**config.mk**
```make
export PLATFORM = sky130hd
export DESIGN_NAME = cpu_run_controller
export DESIGN_NICKNAME = d
export VERILOG_FILES = /design/src/rtl/cpu_run_pkg.sv /design/src/rtl/cpu_run_controller.sv
export SDC_FILE = /design/constraint.sdc
export NUM_CORES = 1
export LEC_CHECK = 0
export ABC_AREA = 1
export BUFFER_PORTS_ARGS = -buffer_cell sky130_fd_sc_hd__buf_2
export CAP_MARGIN = 20
export CELL_PAD_IN_SITES_DETAIL_PLACEMENT = 0
export CELL_PAD_IN_SITES_GLOBAL_PLACEMENT = 1
export CORE_AREA = 2 2 98 100
export CTS_CLUSTER_SIZE = 10
export DETAILED_ROUTE_END_ITERATION = 6
export DIE_AREA = 0 0 100 102
export GPL_ROUTABILITY_DRIVEN = 0
export GPL_TIMING_DRIVEN = 0
export PLACE_DENSITY_LB_ADDON = 0.05
export SETUP_SLACK_MARGIN = 0.5
export SLEW_MARGIN = 20
export SYNTH_ARGS = -nofsm -noshare
export SYNTH_HDL_FRONTEND = slang
export SYNTH_SLANG_ARGS = --single-unit
```
**constraint.sdc**
```tcl
create_clock -name clk -period 2.1 [get_ports clk]
set_clock_uncertainty 0.15 [all_clocks]
set_input_delay 0.105 -clock clk [delete_from_list [all_inputs] [get_ports clk]]
set_output_delay 0.105 -clock clk [all_outputs]
set_load 0.02 [all_outputs]
```
**src/rtl/cpu_run_pkg.sv**
```systemverilog
`default_nettype none
// ============================================================================
// Module      : cpu_run_pkg
// Description : Shared run-state and command-op encodings for cpu_run_controller.
// Revision    : 1.0 - initial release
// ============================================================================
package cpu_run_pkg;

    typedef logic [1:0] run_state_t;
    typedef logic [1:0] cmd_op_t;

    localparam run_state_t c_RS_HALTED = 2'b00;
    localparam run_state_t c_RS_RUN    = 2'b01;
    localparam run_state_t c_RS_STEP   = 2'b10;

    localparam cmd_op_t c_OP_NOP  = 2'b00;
    localparam cmd_op_t c_OP_RUN  = 2'b01;
    localparam cmd_op_t c_OP_STEP = 2'b10;
    localparam cmd_op_t c_OP_HALT = 2'b11;

endpackage
`default_nettype wire

```
**src/rtl/cpu_run_controller.sv**
```systemverilog
`default_nettype none
// ============================================================================
// Module      : cpu_run_controller
// Description : Run/halt/single-step sequencer gating CPU commit via cpu_en.
//               Optional PC breakpoint enabled by defining CPU_RUN_BKPT_EN.
// Revision    : 1.0 - initial release
// ============================================================================
module cpu_run_controller
    import cpu_run_pkg::*;
#(
    parameter int PC_W   = 32,
    parameter int STEP_W = 16,
    parameter int RET_W  = 32
) (
    input  logic              clk,
    input  logic              rst,
    input  logic              cmd_valid,
    output logic              cmd_ready,
    input  logic [1:0]        cmd_op,
    input  logic [STEP_W-1:0] step_count,
    input  logic [PC_W-1:0]   pc,
`ifdef CPU_RUN_BKPT_EN
    input  logic              bkpt_valid,
    input  logic [PC_W-1:0]   bkpt_addr,
    output logic              bkpt_hit,
`endif
    output logic              cpu_en,
    output logic              halted,
    output logic [1:0]        run_state,
    output logic              cmd_err,
    output logic [RET_W-1:0]  retired_cnt
);

    run_state_t        r_state;
    logic [STEP_W-1:0] r_remaining;
    logic [RET_W-1:0]  r_retired_cnt;
    logic              r_cmd_err;
    logic              w_accept;
    logic              w_active;
    logic              w_bkpt_match;
    logic              w_drop;

    assign w_accept = cmd_valid & cmd_ready;
    assign w_active = (r_state != c_RS_HALTED);
    assign w_drop   = w_accept & w_active & ((cmd_op == c_OP_RUN) | (cmd_op == c_OP_STEP));

`ifdef CPU_RUN_BKPT_EN
    logic r_skip;
    logic r_bkpt_hit;

    // skip lets a resume from the breakpoint PC execute it once instead of re-hitting
    assign w_bkpt_match = bkpt_valid & (pc == bkpt_addr) & w_active & ~r_skip;
    assign bkpt_hit     = r_bkpt_hit;

    always_ff @(posedge clk) begin
        if (rst) begin
            r_skip     <= 1'b0;
            r_bkpt_hit <= 1'b0;
        end else begin
            r_bkpt_hit <= w_bkpt_match;
            if (!w_active && w_accept && ((cmd_op == c_OP_RUN) || (cmd_op == c_OP_STEP)))
                r_skip <= 1'b1;
            else if (cpu_en)
                r_skip <= 1'b0;
        end
    end
`else
    logic w_pc_unused;

    assign w_bkpt_match = 1'b0;
    assign w_pc_unused  = ^pc;
`endif

    assign cmd_ready   = 1'b1;
    assign cpu_en      = w_active & ~w_bkpt_match;
    assign halted      = (r_state == c_RS_HALTED);
    assign run_state   = r_state;
    assign cmd_err     = r_cmd_err;
    assign retired_cnt = r_retired_cnt;

    always_ff @(posedge clk) begin
        if (rst) begin
            r_state       <= c_RS_HALTED;
            r_remaining   <= '0;
            r_retired_cnt <= '0;
            r_cmd_err     <= 1'b0;
        end else begin
            r_cmd_err <= w_drop;
            if (cpu_en)
                r_retired_cnt <= r_retired_cnt + RET_W'(1);

            case (r_state)
                c_RS_HALTED: begin
                    if (w_accept) begin
                        case (cmd_op)
                            c_OP_RUN:  r_state <= c_RS_RUN;
                            c_OP_STEP: begin
                                r_state     <= c_RS_STEP;
                                r_remaining <= (step_count == '0) ? STEP_W'(1) : step_count;
                            end
                            c_OP_NOP:  r_state <= c_RS_HALTED;
                            default:   r_state <= c_RS_HALTED;
                        endcase
                    end
                end
                c_RS_RUN: begin
                    if (w_bkpt_match || (w_accept && cmd_op == c_OP_HALT))
                        r_state <= c_RS_HALTED;
                end
                c_RS_STEP: begin
                    // a breakpoint leaves the remaining count unconsumed
                    if (w_bkpt_match) begin
                        r_state <= c_RS_HALTED;
                    end else begin
                        r_remaining <= r_remaining - STEP_W'(1);
                        if ((r_remaining == STEP_W'(1)) || (w_accept && cmd_op == c_OP_HALT))
                            r_state <= c_RS_HALTED;
                    end
                end
                default: r_state <= c_RS_HALTED;
            endcase
        end
    end

endmodule
`default_nettype wire

```
==> summary.md <==
| Metric | Value |
|---|---|
| Status | complete, no violations |
| CTS tree | built |
| RSZ-0062 raised after global routing | true |
| Total CTS buffers | 5 |
| Worst path required time | 2.20 ns |
| Syn nets | 567 |
| DP HPWL | 6910 um |
| Clock slew at reported path FFs | 0.10 ns |
| Crit path kind | reg2reg |
| Worst Tran Pin Value | 0.630 ns |
| Inst Count DP | 675 |
| Post-synthesis xor/xnor area fraction | 0.565% |
| Synth top area cells | dfxtp_1 (33%), nand2_1 (16%), nor2_1 (12%) |
| Max cap viols | 0 |
| Seq/Total Area, Yosys | 32.9% |
| # clock sinks | 51 |
| Die area | 10200 um2 |
| Worst-Skew Late Latency | 0.30 ns |
| Synth-to-Final Area Change | 36.8% |
| Cell count after synthesis | 507 |
| Router iterations before antenna repair | 4 |
| Period utilisation layout | 74.0% |
| Share of post-route cells with drive strength above 1 | 29.4% |
| Post-synth EDFFs | 0 |
| Worst setup EP type | flip-flop |
| Mapped Avg Cell Area | 6.12 um2 |
| Most common cell after layout, fill and taps aside | nand2_1 |
| FMAX | 0.643 GHz |
| #FFs+latches synth | 51 |
| CORE AREA | 9110 um2 |
| I/O pin cnt | 91 |
| Lkg Pwr | 1.91 nW |
| GRT Overall Usage | 18.5% |
| CP arrival | 1.66 ns |
| Cell Rows | 35 |
| Initial antenna violation count | 0 |
| Vias per cell | 4.79 |
| Die Span X | 100 um |
| Area leader, netlist | dfxtp_1 |
| Final Non-Filler Cells | 719 |
| Most frequent cells in the layout | nand2_1 (124), nor2_1 (78), buf_2 (59) |
| Final TNS setup | 0 ns |
| Fin. Hold Viols | 0 |
| Die H | 102 um |
| Post-synthesis compound-gate area fraction | 10.9% |
| Final Routed Wirelength | 9480 um |
| Fill cell count | 1033 |
| Final Max Tran Viols | 0 |
| Synth Area in Adders | 2.82% |
| Average routed wire per standard cell | 13.2 um |
| Vias in the first global route | 3221 |
| First-pass GRT wire length | 15100 um |
| Post-synth cell types | 32 |
| Max_slew headroom | 58.0% |
| ANT nets after route | 0 |
| Longest Clk Path Bufs | 2 |
| Iter 0 DRT Violations | 100 |
| Synth Area in Simple Gates | 43.0% |
| Final net count | 667 |
| Minimum clock period | 1.55 ns |
| Pwr/cell area | 551 nW/um2 |
| DRC viols | 0 |
| CP startpoint kind | flip-flop |
| Largest net degree at the start of global routing | 15 |
| Port bufs | 57 |
| Ys Warns | 0 |
| H-tree lvl count | 2 |
| Hold Crit Class | in2reg |
| Via count | 3445 |
| Synth async-reset ratio | 0% |
| Initial core utilization | 34.1% |
| Post-Syn Area | 3100 um2 |
| Congestion Overflow GR | 0 |
| Mux share of post-synthesis cell area | 0% |
| Final setup vio count | 0 |
| Max VDD drop | 0.227 mV |
| ANT cells | 0 |
| Most used DFF post-synth | dfxtp_1 |
| Final Total Pwr | 2.34 mW |
| Crit path max fanout | 6 |
| Share of the synthesized area in the top cell type | 32.9% |
| Combinational family with the most area after synthesis | simple AND/OR/NAND/NOR gates |
| Clock Tree Root | clkbuf_8 |
==> logic make-up after synthesis <==
| kind of cell | after synthesis |
|---|---|
| other cells | 1 |
| flops | 51 |
| buf+inv | 75 |
| simple gates | 309 |
| xor+xnor | 2 |
| compound gates | 62 |
| fa+ha+maj | 7 |
==> report_power, final <==
group | switching (mW) | leakage, nW | internal (mW)
combinational | 0.429 | 1.44 | 0.282
sequential | 0.0516 | 0.426 | 1.00
clock | 0.338 | 0.0422 | 0.235
total | 0.818 | 1.91 | 1.52
==> cell usage after synthesis (all sizes together) (2+ instances only) <==
library cell,instances
nand4,8
o21ai,22
nor3,8
inv,64
nand2,136
xor2,2
and3,2
ha,7
o21bai,3
buf,8
clkbuf,3
nand3,39
nand3b,4
nor2,111
dfxtp,51
a31oi,3
a21oi,29
==> critical path, stage by stage, from the launching register on <==
cell      delay (ns)
dfxtp_4         0.40
ha_4            0.16
nand3_4         0.09
nor2_4          0.12
nand2_4         0.09
nor2_4          0.13
nand2_2         0.10
o21bai_1        0.13
nand2_1         0.06
nor2_1          0.08
==> flip-flops by register name (all words and copies together) (netlist names) <==
signal	count
run_state	2
r_remaining	16
cmd_err	1
retired_cnt	32
==> path summary, 6_finish.rpt <==
| check | start | to | slack [ns] | depth (start not counted) |
|---|---|---|---|---|
| worst max register to register | retired_cnt[0] | retired_cnt[22] | 0.55 | 9 |
| worst min-delay path | rst | retired_cnt[10] | 0.02 | 4 |
| worst max-delay path | retired_cnt[0] | retired_cnt[22] | 0.55 | 9 |
| worst min register to register | retired_cnt[4] | retired_cnt[4] | 0.31 | 1 |
==> routing by layer <==
| layer | vias to the layer above | wire length (um) | global-route usage [%] | share of wire (%) |
|---|---|---|---|---|
| met2 | 40 | 4890 | 35.7 | 52 |
| met5 | - | 0 | 0 | 0 |
| li1 | 1801 | - | - | - |
| met4 | 0 | 110 | 5.06 | 1.2 |
| met3 | 9 | 235 | 2.87 | 2.5 |
| met1 | 1595 | 4240 | 21.3 | 45 |
==> what timing repair did <==
action / in CTS / in global routing
endpoints found under the setup margin: 29 / 41
cloned: 0 / 1
setup buffers: 9 / 13
pin swaps: 7 / 22
resized for setup: 30 / 81
hold buffers: 13 / 0
endpoints found under the hold margin: 12 / 0
==> stage by stage <==
step / utilization (%) / setup WS [ns] / hold slack (ns) / area (um2)
2_1_floorplan: - / 0.500 / 0.0852 / 3110
3_3_place_gp: 38.8 / 0.309 / 0.194 / 3540
3_5_place_dp: 38.8 / 0.273 / 0.220 / 3540
4_1_cts: 42.9 / 0.504 / 0.0126 / 3910
5_1_grt: 46.6 / 0.406 / 0.0447 / 4240
6_report: 46.6 / 0.545 / 0.0236 / 4240
==> cell type report <==
type                            count  area, um2  share of cell area (%)
Clock inverter                      1       5.00                   0.118
Buffer                             11       67.6                    1.59
Timing Repair Buffer               92        611                    14.4
Tap cell                          111        139                    3.27
Sequential cell                    51       1070                    25.3
Clock buffer                        7       76.3                    1.80
Inverter                           64        253                    5.96
Multi-Input combinational cell    382       2020                    47.6
(Power assumes the default switching activity.)
